$ cat config.mk
export PLATFORM = sky130hd
export DESIGN_NAME = pipeline_ctrl
export DESIGN_NICKNAME = d
export VERILOG_FILES = /design/src/rtl/pipeline_ctrl.sv
export SDC_FILE = /design/constraint.sdc
export NUM_CORES = 1
export LEC_CHECK = 0
export CORE_MARGIN = 1
export CORE_UTILIZATION = 40
export CTS_CLUSTER_DIAMETER = 120
export DETAILED_ROUTE_END_ITERATION = 10
export SLEW_MARGIN = 40
export SYNTH_ARGS = -nofsm -noshare
export SYNTH_HDL_FRONTEND = slang
export SYNTH_SLANG_ARGS = --single-unit
$ cat constraint.sdc
create_clock -name clk -period 3.2 [get_ports clk]
set_input_delay 0.64 -clock clk [delete_from_list [all_inputs] [get_ports clk]]
set_output_delay 0.64 -clock clk [all_outputs]
set_load 0.05 [all_outputs]
$ cat src/rtl/pipeline_ctrl.sv
// rtl/pipeline_ctrl.sv - pipeline-control sequencer for the 5-stage RISC-V core
//
// Decodes one pipeline action per cycle (init, freeze, stall, branch flush,
// normal) and drives the PC / pipeline-register write, flush and bubble
// controls. It also keeps saturating stall/freeze/flush counters and sticky
// protocol-error flags.
//
// Ports:
//   clk, rst_n                      core clock, asynchronous active-low reset
//   hazard_stall, branch_taken      hazard-detector stall, ID branch taken
//   dmem_req, dmem_ready            data-memory request / completion
//   cnt_clr                         synchronous clear of the event counters
//   pc_write .. mem_wb_bubble       combinational pipeline controls
//   stall_err, mem_err              sticky error flags
//   stall_cnt, freeze_cnt, flush_cnt saturating event counters
module pipeline_ctrl #(
    parameter int CNT_W       = 32,
    parameter int MAX_STALL   = 2,
    parameter int MEM_TIMEOUT = 16
) (
    input  logic             clk,
    input  logic             rst_n,
    input  logic             hazard_stall,
    input  logic             branch_taken,
    input  logic             dmem_req,
    input  logic             dmem_ready,
    input  logic             cnt_clr,
    output logic             pc_write,
    output logic             if_id_write,
    output logic             if_id_flush,
    output logic             id_ex_write,
    output logic             id_ex_bubble,
    output logic             ex_mem_write,
    output logic             mem_wb_bubble,
    output logic             stall_err,
    output logic             mem_err,
    output logic [CNT_W-1:0] stall_cnt,
    output logic [CNT_W-1:0] freeze_cnt,
    output logic [CNT_W-1:0] flush_cnt
);

    localparam int RUN_W  = $clog2(MAX_STALL + 1) + 1;
    localparam int WAIT_W = $clog2(MEM_TIMEOUT + 1) + 1;

    localparam logic [RUN_W-1:0]  RUN_MAX   = RUN_W'(MAX_STALL);
    localparam logic [WAIT_W-1:0] WAIT_MAX  = WAIT_W'(MEM_TIMEOUT);
    localparam logic [WAIT_W-1:0] WAIT_LAST = WAIT_W'(MEM_TIMEOUT - 1);
    localparam logic [CNT_W-1:0]  CNT_MAX   = '1;

    typedef enum logic [1:0] {
        ST_INIT,
        ST_RUN,
        ST_MEM_WAIT
    } state_t;

    typedef enum logic [2:0] {
        ACT_INIT,
        ACT_FREEZE,
        ACT_STALL,
        ACT_BRANCH,
        ACT_NORMAL
    } act_t;

    state_t            state;
    act_t              act;
    logic [RUN_W-1:0]  run_cnt;
    logic [WAIT_W-1:0] wait_cnt;

    // Action decode. In MEM_WAIT the request is held, so only dmem_ready
    // matters; the ready cycle itself already runs the S/B/N priority.
    always_comb begin
        act = ACT_NORMAL;
        case (state)
            ST_INIT: act = ACT_INIT;
            ST_RUN, ST_MEM_WAIT: begin
                if (((state == ST_RUN) && dmem_req && !dmem_ready) ||
                    ((state == ST_MEM_WAIT) && !dmem_ready))
                    act = ACT_FREEZE;
                else if (hazard_stall)
                    act = ACT_STALL;
                else if (branch_taken)
                    act = ACT_BRANCH;
                else
                    act = ACT_NORMAL;
            end
            default: act = ACT_INIT;
        endcase
    end

    always_comb begin
        pc_write      = 1'b0;
        if_id_write   = 1'b0;
        if_id_flush   = 1'b0;
        id_ex_write   = 1'b0;
        id_ex_bubble  = 1'b0;
        ex_mem_write  = 1'b0;
        mem_wb_bubble = 1'b0;
        case (act)
            ACT_INIT: begin
                if_id_write   = 1'b1;
                if_id_flush   = 1'b1;
                id_ex_write   = 1'b1;
                id_ex_bubble  = 1'b1;
                ex_mem_write  = 1'b1;
                mem_wb_bubble = 1'b1;
            end
            ACT_FREEZE: begin
                mem_wb_bubble = 1'b1;
            end
            ACT_STALL: begin
                id_ex_write  = 1'b1;
                id_ex_bubble = 1'b1;
                ex_mem_write = 1'b1;
            end
            ACT_BRANCH: begin
                pc_write     = 1'b1;
                if_id_write  = 1'b1;
                if_id_flush  = 1'b1;
                id_ex_write  = 1'b1;
                ex_mem_write = 1'b1;
            end
            default: begin
                pc_write     = 1'b1;
                if_id_write  = 1'b1;
                id_ex_write  = 1'b1;
                ex_mem_write = 1'b1;
            end
        endcase
    end

    always_ff @(posedge clk or negedge rst_n) begin
        if (!rst_n) begin
            state      <= ST_INIT;
            run_cnt    <= '0;
            wait_cnt   <= '0;
            stall_err  <= 1'b0;
            mem_err    <= 1'b0;
            stall_cnt  <= '0;
            freeze_cnt <= '0;
            flush_cnt  <= '0;
        end else begin
            state <= (act == ACT_FREEZE) ? ST_MEM_WAIT : ST_RUN;

            if (cnt_clr) begin
                stall_cnt  <= '0;
                freeze_cnt <= '0;
                flush_cnt  <= '0;
            end else begin
                if (act == ACT_STALL && stall_cnt != CNT_MAX)
                    stall_cnt <= stall_cnt + 1'b1;
                if (act == ACT_FREEZE && freeze_cnt != CNT_MAX)
                    freeze_cnt <= freeze_cnt + 1'b1;
                if (act == ACT_BRANCH && flush_cnt != CNT_MAX)
                    flush_cnt <= flush_cnt + 1'b1;
            end

            // Consecutive-stall run; a freeze does not break a stall run.
            // The counter parks at MAX_STALL so it never wraps.
            case (act)
                ACT_STALL: begin
                    if (run_cnt == RUN_MAX)
                        stall_err <= 1'b1;
                    else
                        run_cnt <= run_cnt + 1'b1;
                end
                ACT_FREEZE: run_cnt <= run_cnt;
                default:    run_cnt <= '0;
            endcase

            // Every non-freeze action leads to RUN, which ends the request.
            if (act == ACT_FREEZE) begin
                if (wait_cnt != WAIT_MAX)
                    wait_cnt <= wait_cnt + 1'b1;
                if (wait_cnt >= WAIT_LAST)
                    mem_err <= 1'b1;
            end else begin
                wait_cnt <= '0;
            end
        end
    end

endmodule
# [Word-level counts from Yosys, hierarchy flattened]
# Index checks and enable logic that the tools add are counted.
[totals] regBits=109 input_bits=7 output_inout_bits=105 word_cells=69
[classes] add_sub_neg=5 magnitude_cmp=1 eq_ne=12 mux=21 bitwise=1 reduce_logical=21
[op_table] cell="32-bit 2-to-1 mux" n=6
[op_table] cell="32-bit by 1-bit adder with 32-bit output (second input constant)" n=3
[op_table] cell="32-bit != test (second input constant)" n=3
[op_table] cell="3-bit 2-to-1 mux" n=5
[op_table] cell="6-bit 2-to-1 mux" n=2
[op_table] cell="2-bit OR reduction" n=5
[op_table] cell="3-bit by 2-bit == test with 1-bit output (second input constant)" n=3
[op_table] cell="6-bit by 1-bit adder with 6-bit output (second input constant)" n=1
[op_table] cell="6-bit by 4-bit >= comparator with 1-bit output (second input constant)" n=1
[op_table] cell="1-bit logical AND" n=6
[op_table] cell="1-bit 2-to-1 mux" n=6
[op_table] cell="6-bit by 5-bit != test with 1-bit output (second input constant)" n=1
[op_table] cell="3-bit case mux with 2 select lines" n=1
[op_table] cell="2-bit AND reduction" n=3
[op_table] cell="2-bit nonzero test" n=3
[op_table] cell="3-bit by 1-bit adder with 3-bit output (second input constant)" n=1
[op_table] cell="3-bit by 1-bit == test with 1-bit output (second input constant)" n=1
[op_table] cell="3-bit logical NOT" n=1
[op_table] cell="3-bit OR reduction" n=1
[op_table] cell="2-bit by 1-bit == test with 1-bit output (second input constant)" n=1
[op_table] cell="2-bit == test (second input constant)" n=1
[op_table] cell="2-bit 2-to-1 mux" n=1
[op_table] cell="2-bit by 1-bit != test with 1-bit output (second input constant)" n=1
[op_table] cell="2-bit != test (second input constant)" n=1
[op_table] cell="3 further kinds" n=3

# [Logic depth before layout (Yosys ltp)]
# Gate-level depths: netlist (run 1).
[logic_depth] ltp_word=10 mapped_depth=9 depth_no_buf=8

# [Worst setup path before layout (run 1)]
# No wires, ideal clock.
[synth_timing] path_type="input port to output port" start="in dmem_req" end="out pc_write" arrival_ns=2.431 required_ns=2.560 slack_ns=0.129 path_stages=3 n_path_buf=0 cell_sequence="a21oi_2 -> o21ai_0 -> nor2_1"
[synth_via] elab_chain_cells=8 elab_cells_between_ends=10 cone_classes="2 x eq/ne; 3 x mux; 5 x reduce/logical"
[synth_rtl] item="start: declaration" line_no="25" source="input logic dmem_req,"
[synth_rtl] item="1-bit logical AND (*) (2 in series)" line_no="76" source="if (((state == ST_RUN) && dmem_req && !dmem_ready) ||"
[synth_rtl] item="1-bit logical OR (*)" line_no="76"
[synth_rtl] item="3-bit 2-to-1 mux (*)" line_no="76"
[synth_rtl] item="3-bit 2-to-1 mux (*)" line_no="73" source="case (state)"
[synth_rtl] item="3-bit by 1-bit == test with 1-bit output (tied with other cells)" line_no="98" source="case (act)"
[synth_rtl] item="3-bit OR reduction (no line) (*)"
[synth_rtl] item="1-bit 2-to-1 mux (*)" line_no="98"
[synth_rtl] item="end: declaration" line_no="28" source="output logic pc_write,"
# Every way passes the cells marked *; elsewhere a longest branch is shown, timed or not.

# [Final worst setup path (run 1)]
[layout_timing] start="reg freeze_cnt[0]" end="reg freeze_cnt[11]"
[layout_via] elab_chain_cells=3 elab_cells_between_ends=6 cone_classes="1 x add/sub; 1 x eq/ne; 2 x mux; 2 x reduce/logical"
[layout_rtl] item="start: declaration" line_no="38" source="output logic [CNT_W-1:0] freeze_cnt,"
[layout_rtl] item="start signal: assignment" line_no="152" source="freeze_cnt <= freeze_cnt + 1'b1;"
[layout_rtl] item="32-bit by 1-bit adder with 32-bit output or 32-bit != test (tied branches)" line_no="152, 151"
[layout_rtl] item="32-bit 2-to-1 mux or 1-bit logical AND (tied branches)" line_no="151" source="if (act == ACT_FREEZE && freeze_cnt != CNT_MAX)"
[layout_rtl] item="32-bit 2-to-1 mux or 2-bit nonzero test (tied branches)"
# Several ways; a longest one is shown, not always the timed one. The select of a mux whose other input is x is not followed.
# A chain may end at the register's enable or synchronous reset.

==> results of run 1 <==
## critical path, stage by stage, from the launching register on
cell	delay, ns
sky130_fd_sc_hd__dfrtp_1	0.42
sky130_fd_sc_hd__ha_1	0.23
sky130_fd_sc_hd__nand4_1	0.14
sky130_fd_sc_hd__or4_4	0.54
sky130_fd_sc_hd__o31ai_4	0.67
sky130_fd_sc_hd__buf_4	0.30
sky130_fd_sc_hd__nor2b_1	0.07
sky130_fd_sc_hd__mux2_2	0.26
## cell type report
class	count	area (sq um)
Clock buffer	13	280.3
Clock inverter	1	5.005
Fill cell	1361	6964
Inverter	24	90.09
Multi-Input combinational cell	491	3048
Sequential cell	109	2728
Tap cell	184	230.2
Timing Repair Buffer	127	1244
## where the power goes
part	switching [mW]	total (mW)	internal, mW
sequential	0.0291	1.43	1.41
combinational	0.292	0.430	0.138
clock	0.483	1.09	0.604
total	0.804	2.95	2.15
## synthesized netlist by cell type, types with 3 or more instances
cell	n	area [sq um]
sky130_fd_sc_hd__and2_1	3	18.77
sky130_fd_sc_hd__nand4_1	23	143.9
sky130_fd_sc_hd__mux2_2	5	56.30
sky130_fd_sc_hd__buf_6	4	45.04
sky130_fd_sc_hd__and4_1	7	61.31
sky130_fd_sc_hd__nand3_1	37	185.2
sky130_fd_sc_hd__xor2_1	10	87.58
sky130_fd_sc_hd__o21ai_0	43	215.2
sky130_fd_sc_hd__nor3_1	9	45.04
sky130_fd_sc_hd__buf_2	3	15.01
sky130_fd_sc_hd__or4_4	3	33.78
sky130_fd_sc_hd__mux2i_1	4	40.04
sky130_fd_sc_hd__clkbuf_1	18	67.56
sky130_fd_sc_hd__nor2b_1	7	43.79
sky130_fd_sc_hd__a21oi_1	73	365.4
sky130_fd_sc_hd__or4_1	26	195.2
sky130_fd_sc_hd__xnor2_1	4	35.03
sky130_fd_sc_hd__nand2_1	43	161.4
sky130_fd_sc_hd__nor4_1	8	50.05
sky130_fd_sc_hd__o21a_1	3	22.52
sky130_fd_sc_hd__and3_1	10	62.56
sky130_fd_sc_hd__or3_1	49	306.5
sky130_fd_sc_hd__o2111ai_1	3	26.28
sky130_fd_sc_hd__o31ai_1	26	195.2
sky130_fd_sc_hd__or2_2	4	25.02
sky130_fd_sc_hd__dfrtp_1	109	2728
sky130_fd_sc_hd__ha_1	9	112.6
sky130_fd_sc_hd__inv_1	24	90.09
sky130_fd_sc_hd__nor2_1	35	131.4
sky130_fd_sc_hd__o31a_1	3	26.28
sky130_fd_sc_hd__o21ai_1	8	40.04
## cells by family (layout without fill, tap and decap cells)
family,Yosys count,in the layout,synth area share
buffers and inverters,53,165,0.03953
multiplexers,10,10,0.01852
flip-flops,109,109,0.4536
AND/OR/NAND/NOR,279,279,0.2668
adder cells (fa/ha/maj),9,9,0.01873
AO/OA/AOI/OAI,179,179,0.1825
XOR/XNOR,14,14,0.02039
## sequential cells by signal, indices dropped and copies added (netlist names)
signal,cells
wait_cnt,6
flush_cnt,32
stall_cnt,32
stall_err,1
mem_err,1
state,2
run_cnt,3
freeze_cnt,32
## through the flow
step	hold slack, ns	utilization	std cells	setup slack [ns]
global placement	0.4769	0.5031	935	0.3841
detailed placement	0.4926	0.5031	935	0.3510
floorplan	0.3444	-	653	0.1291
CTS	0.3607	0.5226	949	0.4541
finish	0.3381	0.5226	949	0.4510
global route	0.3993	0.5226	949	0.3096
## routing by layer
metal  vias to the layer above  part of all wire  GRT usage
met1                      2722              0.49     0.2935
met2                       148              0.45     0.3107
met5                         -                 0          0
met4                         0             0.011    0.05245
li1                       2681                 -          -
met3                        13             0.045    0.03050
## worst max-delay path by stage
stage / start / endpoint
after global placement: dmem_req / stall_cnt[15]
after CTS: freeze_cnt[0] / freeze_cnt[11]
after global routing: freeze_cnt[0] / freeze_cnt[11]
after floorplan: dmem_req / pc_write
final: freeze_cnt[0] / freeze_cnt[11]
after detailed placement: dmem_req / stall_cnt[15]
## cell usage in the layout (no fill, tap or decap), types with 10 or more instances in the layout
cell type                         netlist  layout
sky130_fd_sc_hd__nand2_1               43      43
sky130_fd_sc_hd__and3_1                10      10
sky130_fd_sc_hd__inv_1                 24      24
sky130_fd_sc_hd__a21oi_1               73      73
sky130_fd_sc_hd__clkdlybuf4s50_1        0     102
sky130_fd_sc_hd__buf_4                  1      21
sky130_fd_sc_hd__nand4_1               23      23
sky130_fd_sc_hd__dfrtp_1              109     109
sky130_fd_sc_hd__nand3_1               37      37
sky130_fd_sc_hd__or3_1                 49      49
sky130_fd_sc_hd__xor2_1                10      10
sky130_fd_sc_hd__o21ai_0               43      43
sky130_fd_sc_hd__o31ai_1               26      26
sky130_fd_sc_hd__or4_1                 26      26
sky130_fd_sc_hd__nor2_1                35      35
==> impl_metrics.toml, run 1 <==
[outcome]
result_of_the_run = "complete, no violations"

[synth]
ys_types = 63
seq_area_frac_synth = 0.4536
synthesis.area_per_instance_sq_um = 9.209
number_of_enable_flip_flop_cells_after_synthesis = 0
post_synth_inst_count = 653
syn-cell-area_sq_um = 6013
ys.flop_type = "sky130_fd_sc_hd__dfrtp_1"
synthArstFlopShare = 1.000
mappedNetlistNets = 669
register_bit_count_reported_by_yosys = 109
yosysWarningCount = 0

[finish]
synthesis_to_layout_area_growth_pct = 26.80
post_route_cells_drive_above_1_share = 0.08627
antenna_diode_instance_count = 0
stdcell_area_sq_um = 7625
final_net_count = 778

[sta]
period_needed_ns = 2.749
tightest_slew_ns = 0.7461
worst_slew_margin_rel = 0.5026
fin_crit_sh = 0.8591
clock_skew_ns = 0.008194
fmax_mhz = 363.8
finalMaxSlewViolations = 0
unrepaired_setup_endpoints_after_global_routing = "no"
report.final.setup_viol = 0
finalSetupTns_ns = 0
timing.final.hold_violations = 0

[die]
design.die.area_sq_um = 15530
die-width_microns = 124.6
row_count = 44
io_pins = 112
dieHeight_microns = 124.6
initial_core_util = 0.4122
floorplan.core_area_sq_um = 14590

[pwr]
vdd_ir_drop_max_mv = 0.2397
report.power.total_mw = 2.951
leakagePower_nw = 2.816
power-per-cell-area_nw_per_um2 = 387.0

[place]
port_buffers = 111
detailed_place.area_sq_um = 7340
dp_hpwl_mm = 10.69
routabilityCongestion = 0.8481

[routing]
drt-initial-drc-count = 350
post_route_wl_mm = 15.29
total_number_of_vias = 5564
remaining_drcs = 0
route.detailed.vias_per_inst = 5.863
avgRoutedWirePerCell_microns = 16.11
ant_nets = 0
total_iterations_of_the_first_detailed_routing_run = 5

[clocking]
tritoncts_buffer_count = 9
post_cts.repair.setup_buffers = 0
clk_path_buf_depth = 2
clkLatencyLatePin_ns = 0.35
postCtsHoldBufs = 0
clkSinkCount = 109
cts_tree = "done"
cts.clk_slew.worst_paths_ns = 0.07
cts.repair.resized = 0
htree_num_levels = 3
ctsRootBufferMaster = "sky130_fd_sc_hd__clkbuf_16"

[global_route]
grt_pass1_wl_mm = 25.73
leftover_overflow_at_the_end_of_global_routing = 0
grt_overall_usage = 0.2013
grt_antenna_before_repair = 0
via_count_of_the_first_global_routing_pass = 5123
maximum_number_of_pins_on_one_net_before_global_route_repair = 54

[critical_path]
critical_path_required_ns = 3.43
rr_endpoint = "freeze_cnt[11]"
r2r_setup_slack_ns = 0.45
timing.rr.start = "freeze_cnt[0]"
criticalPathCategory = "flip-flop to flip-flop"
worst-r2r-cell-count = 7
critPathArrivalTime_ns = 2.98
critPathCaptureType = "flip-flop"
setup.worst_path.start_class = "flip-flop"
critical_path.max_fanout = 20

[job]
max-cap-violations = 0

[min_path]
holdCritPathClass = "primary input to async pin"
(Power assumes the default switching activity.)
==> run 2: changes to the inputs <==
GPL_TIMING_DRIVEN = 1   (was not set)
PLACE_DENSITY_LB_ADDON = 0.15   (was not set)
SKIP_LAST_GASP = 1   (was not set)
==> run 2 against run 1 <==
Critical path depth decreased by 2. Die area is the same. First-iteration DRC count is 6.9% lower. Combinational power up 1%. Sequential power about the same. Count of clock-buffer cells in the layout decreased by 2. Largest cell class unchanged. Largest power group unchanged. Highest routed layer unchanged.
==> impl_metrics.toml, run 2 (same netlist as run 1, synthesis figures left out) <==
[critical_path]
worst_setup_path_startpoint = "dmem_req"
critical_path.top_delay_family = "buffers and inverters"
cp.buffers_inverters = 2
critical_path.max_fanout = 5
timing.critical_path.cells = "clkdlybuf4s50_1 > a21oi_2 > o21ai_0 > nand2_1 > buf_12"
r2r_setup_slack_ns = 0.56
critical_path.max_stage_delay_ns = 0.50
critPathCaptureType = "output pin"
critPathArrivalTime_ns = 2.08
rr_endpoint = "freeze_cnt[31]"
criticalPathCategory = "primary input to output pin"
critical_path_required_ns = 2.56
slowest_stage = "sky130_fd_sc_hd__clkdlybuf4s50_1"
setup.worst_path.start_class = "primary input"
timing.rr.start = "freeze_cnt[0]"
worst-r2r-cell-count = 7

[finish]
final_net_count = 777
layout_common_cells = "sky130_fd_sc_hd__dfrtp_1, sky130_fd_sc_hd__clkdlybuf4s50_1, sky130_fd_sc_hd__a21oi_1, sky130_fd_sc_hd__or3_1"
synthesis_to_layout_area_growth_pct = 26.53
biggestRegsByFlops = "flush_cnt (32), freeze_cnt (32), stall_cnt (32)"
final_common_cell = "sky130_fd_sc_hd__dfrtp_1"
layout.core_utilization = 0.5215
antenna_diode_instance_count = 0
fin_cells = 948
post_route_cells_drive_above_1_share = 0.08246

[global_route]
gr-usage-met3 = 0.03007
grt_antenna_before_repair = 0
leftover_overflow_at_the_end_of_global_routing = 0
maximum_number_of_pins_on_one_net_before_global_route_repair = 52
via_count_of_the_first_global_routing_pass = 5223
use_met2 = 0.3221
grt_overall_usage = 0.2005
globalRoute.busiestLayer = "met2"
grt_pass1_wl_mm = 25.56
global_route.usage.met1 = 0.2771

[place]
routabilityCongestion = 0.8475
port_buffers = 111
dp_slack_ns = 0.3311
numPlacedInstances = 934
dp_hpwl_mm = 10.67

[die]
dieHeight_microns = 124.6
io_pins = 112
die-width_microns = 124.6
design.die.area_sq_um = 15530
initial_core_util = 0.4122
row_count = 44
floorplan.core_area_sq_um = 14590

[pwr]
power.sequential.fraction = 0.499
leakagePower_nw = 2.804
switching_power_mw = 0.8068
power-per-cell-area_nw_per_um2 = 377.2
p_int_mw = 2.063
comb_power_share = 0.152
vdd_ir_drop_max_mv = 0.2377
report.power.total_mw = 2.870
power.share.switching = 0.2811
clock_power_share = 0.349

[routing]
remaining_drcs = 0
route.detailed.vias_per_inst = 5.758
avgRoutedWirePerCell_microns = 15.99
total_number_of_vias = 5459
post_route_wl_mm = 15.16
ant_nets = 0
total_iterations_of_the_first_detailed_routing_run = 5
drt-initial-drc-count = 326

[sta]
report.final.setup_viol = 0
period_needed_ns = 2.723
unrepaired_setup_endpoints_after_global_routing = "no"
finalSetupTns_ns = 0
timing.final.hold_violations = 0
tightest_slew_ns = 0.6483
fin_ws_ns = 0.4773
worst_slew_margin_rel = 0.5645
fmax_mhz = 367.3
clock_skew_ns = 0.01108
finalMaxSlewViolations = 0
fin_crit_sh = 0.8508

[outcome]
result_of_the_run = "complete, no violations"

[clocking]
ctsRootBufferMaster = "sky130_fd_sc_hd__clkbuf_16"
post_cts.repair.setup_buffers = 0
cts.clk_slew.worst_paths_ns = 0.07
clk_path_buf_depth = 2
postCtsHoldBufs = 0
cts_tree = "done"
clkLatencyLatePin_ns = 0.35
cts.repair.resized = 0
htree_num_levels = 3
tritoncts_buffer_count = 9
clkSinkCount = 109

[min_path]
holdCritPathClass = "primary input to async pin"

[job]
max-cap-violations = 0
run 2: worst max path at each step:
stage                           endpoint  cells after the start  slack [ns]
after floorplan                 pc_write                      3        0.13
after global placement    freeze_cnt[11]                      7        0.32
after detailed placement   stall_cnt[15]                      6        0.33
after CTS                    if_id_flush                      5        0.49
after global routing      freeze_cnt[31]                      7        0.39
final                        if_id_flush                      5        0.48
run 2: area by class of cell:
| class | count | area [sq um] |
|---|---|---|
| Clock buffer | 11 | 232.7 |
| Clock inverter | 3 | 15.01 |
| Fill cell | 1299 | 6980 |
| Inverter | 24 | 90.09 |
| Multi-Input combinational cell | 491 | 3048 |
| Sequential cell | 109 | 2728 |
| Tap cell | 184 | 230.2 |
| Timing Repair Buffer | 126 | 1265 |
run 2: stage by stage:
step | cell area (sq um) | hold WS [ns]
2_1_floorplan | 6013 | 0.3444
3_3_place_gp | 7350 | 0.4783
3_5_place_dp | 7361 | 0.4858
4_1_cts | 7609 | 0.2260
5_1_grt | 7609 | 0.2456
6_report | 7609 | 0.2131
run 2: layer usage:
metal | up-vias | part of all wire | wire length, microns
li1 | 2667 | - | -
met3 | 13 | 0.050 | 757
met1 | 2641 | 0.47 | 7177
met5 | - | 0 | 0
met4 | 0 | 0.014 | 216
met2 | 138 | 0.46 | 7009
run 2: power groups by stage:
stage | registers [mW] | logic [mW] | clock network, mW
2_1_floorplan | 1.51 | 0.222 | 0
3_3_place_gp | 1.46 | 0.429 | 0
3_5_place_dp | 1.46 | 0.442 | 0
4_1_cts | 1.43 | 0.443 | 1.04
5_1_grt | 1.44 | 0.478 | 1.09
6_report | 1.43 | 0.435 | 1.00
run 2: worst register-to-register path, stage by stage (launching register included):
cell	delay [ns]
sky130_fd_sc_hd__dfrtp_1	0.42
sky130_fd_sc_hd__ha_1	0.22
sky130_fd_sc_hd__nand4_1	0.15
sky130_fd_sc_hd__or4_4	0.53
sky130_fd_sc_hd__o31ai_4	0.57
sky130_fd_sc_hd__buf_6	0.25
sky130_fd_sc_hd__nor4_1	0.09
sky130_fd_sc_hd__mux2_4	0.30
==> patch, RTL diff (settings of run 2) <==
The 3 states of `state_t` get a one-hot encoding in 3 bits.
--- a/src/rtl/pipeline_ctrl.sv
+++ b/src/rtl/pipeline_ctrl.sv
@@ -47,10 +47,10 @@
     localparam logic [WAIT_W-1:0] WAIT_LAST = WAIT_W'(MEM_TIMEOUT - 1);
     localparam logic [CNT_W-1:0]  CNT_MAX   = '1;
 
-    typedef enum logic [1:0] {
-        ST_INIT,
-        ST_RUN,
-        ST_MEM_WAIT
+    typedef enum logic [2:0] {
+        ST_INIT     = 3'b001,
+        ST_RUN      = 3'b010,
+        ST_MEM_WAIT = 3'b100
     } state_t;
 
     typedef enum logic [2:0] {
Behaviour: same outputs for any inputs over 4 cycles, from zero or initial values and one cycle with rst_n low; so few cycles prove little.
==> patch against run 2 <==
First-iteration DRC count grew 22%. Area after synthesis is 5.9% higher. Clock skew is 0.0062 ns lower. Setup slack worse by 0.16 ns. Final cell count rose by 6.9%. Sequential cell count increased by 1. Final area grew 6.2%. Synthesized cell count is 6.6% higher. Routed wire length rose by 9.0%. Critical path type unchanged.
Power is not compared: it rests on default switching activity, and its combinational part moved more than twofold at a synthesized area within 25%.
==> patch: results (changes against run 2) <==
metric;value;unit;change
place_ws;0.122;ns;-0.209 ns
fin_nets;811;;+4.4%
clk_latency;0.35;ns;about the same
htree_levels;3;;unchanged
dr.pass1.iters;5;;unchanged
crit_fanout;22;;+17
clock_skew;0.00487;ns;-0.00621 ns
yosysWarningCount;0;;unchanged
dpl.hpwl;11600;um;+8.3%
drive_gt1_frac;0.112;;+0.0298
p_leak;2.97;nW;
status;finished clean;;
clockBufferDepth;2;;unchanged
insertedDiodeCount;0;;unchanged
root_buffer;clkbuf_16;;
antenna_found_initial;0;;unchanged
grt_pass1_wl;27800;um;+8.6%
postSynthNetCount;710;;+6.1%
required;2.56;ns;about the same
dominantRegCellSynth;dfrtp_1;;
yosys-top-cells-area;dfrtp_1 43%, a21oi_1 5.4%, o31ai_1 4.4%, or4_1 4.1%, nand3_1 3.5%;;
synthCells;696;;+6.6%
numCtsBuffers;9;;unchanged
cts_setup_buffers;0;;unchanged
ir_worst_vdd;0.246;mV;
async_flop_share;1.00;;unchanged
slew_headroom;0.504;;-0.0608
top_regs;flush_cnt x32, freeze_cnt x32, stall_cnt x32;;
viasPerCell;5.77;;+0.20%
path_clk_slew;0.07;ns;about the same
synth.distinct_cells;69;;+9.5%
holdCritPathClass;in2async;;
place.gp.congestion;0.831;;-1.9%
grt_max_degree;76;;+46%
remaining_drc_errors;0;;unchanged
io_buffers;111;;unchanged
ys_seq_area_frac;0.433;;-0.0210
synth_common_cells;109 x dfrtp_1, 69 x a21oi_1, 53 x nor2_1, 44 x nand3_1, 40 x nand2_1;;
place_inst;997;;+6.7%
drtIter0Drc;399;;+22%
grt_usage;0.209;;+0.00891
dr_total_vias;5845;;+7.1%
cts_resized;0;;unchanged
grt_pass1_vias;5636;;+7.9%
routedWlPerCell;16.3;um;+2.0%
## patch: cell types whose count changed after synthesis, sizes merged, moves of 10 or more
| cell | change |
|---|---|
| inv | -10 |
| mux2 | +12 |
| nor2 | +18 |
| nor2b | +14 |
| o21ai | -19 |
| o31ai | +11 |
| or3 | -20 |
## patch: path summary, 6_finish.rpt
kind	startpoint	endpoint	slack (ns)	depth (start not counted)
setup / recovery	dmem_ready	id_ex_bubble	0.32	8
hold / removal	rst_n	stall_cnt[20]	0.32	1
setup reg to reg	freeze_cnt[0]	freeze_cnt[17]	0.63	6
hold reg to reg	mem_err	mem_err	0.48	1
max in group asynchronous	rst_n	freeze_cnt[29]	2.22	2
min in group clk	mem_err	mem_err	0.48	1
## patch: worst max-delay path, stage by stage
cell and delay [ns]:
clkdlybuf4s50_1 0.48, buf_4 0.14, nor2b_1 0.06, o2bb2ai_1 0.14
buf_4 0.28, nand2_1 0.16, nand2_1 0.17, buf_12 0.16
## patch: report_power, final
group	switching, mW	total, mW	internal [mW]
Clock	0.525	1.15	0.627
Combinational	0.143	0.212	0.0686
Sequential	0.0116	1.41	1.40
## patch: logic make-up (layout without fill, tap and decap cells)
kind of cell | count (synthesis) | in the layout | share of synthesized area
buffers and inverters | 54 | 160 | 0.0369
xor gates and xnor gates | 13 | 13 | 0.0179
DFF | 110 | 110 | 0.433
adders and majority gates | 7 | 7 | 0.0138
muxes | 20 | 20 | 0.0350
AOI/OAI and AO/OA | 166 | 166 | 0.168
and+or+nand+nor | 325 | 325 | 0.295
other | 1 | 1 | 0.000589
## patch: layout make-up
type / count / area [sq um]
fillers: 1412 / 7290
multi-input cells: 532 / 3390
flip-flops and latches: 110 / 2750
repair buffers: 129 / 1320
well taps: 211 / 264
clock buffers: 10 / 239
clock inverters: 6 / 61.3
inverters: 15 / 56.3
## patch: metrics by stage
stage          total power, mW  utilization  area (sq um)
4_1_cts                   2.80        0.526          8080
2_1_floorplan             1.54            -          6370
5_1_grt                   2.88        0.526          8080
3_5_place_dp              1.65        0.506          7780
3_3_place_gp              1.65        0.505          7760
6_report                  2.77        0.526          8080
## patch: layer usage
| metal | vias to the layer above | track usage | part of all wire |
|---|---|---|---|
| met4 | 0 | 0.0734 | 0.012 |
| met1 | 2854 | 0.289 | 0.48 |
| met2 | 149 | 0.337 | 0.47 |
| met3 | 13 | 0.0280 | 0.039 |
| li1 | 2829 | - | - |
| met5 | - | 0 | 0 |
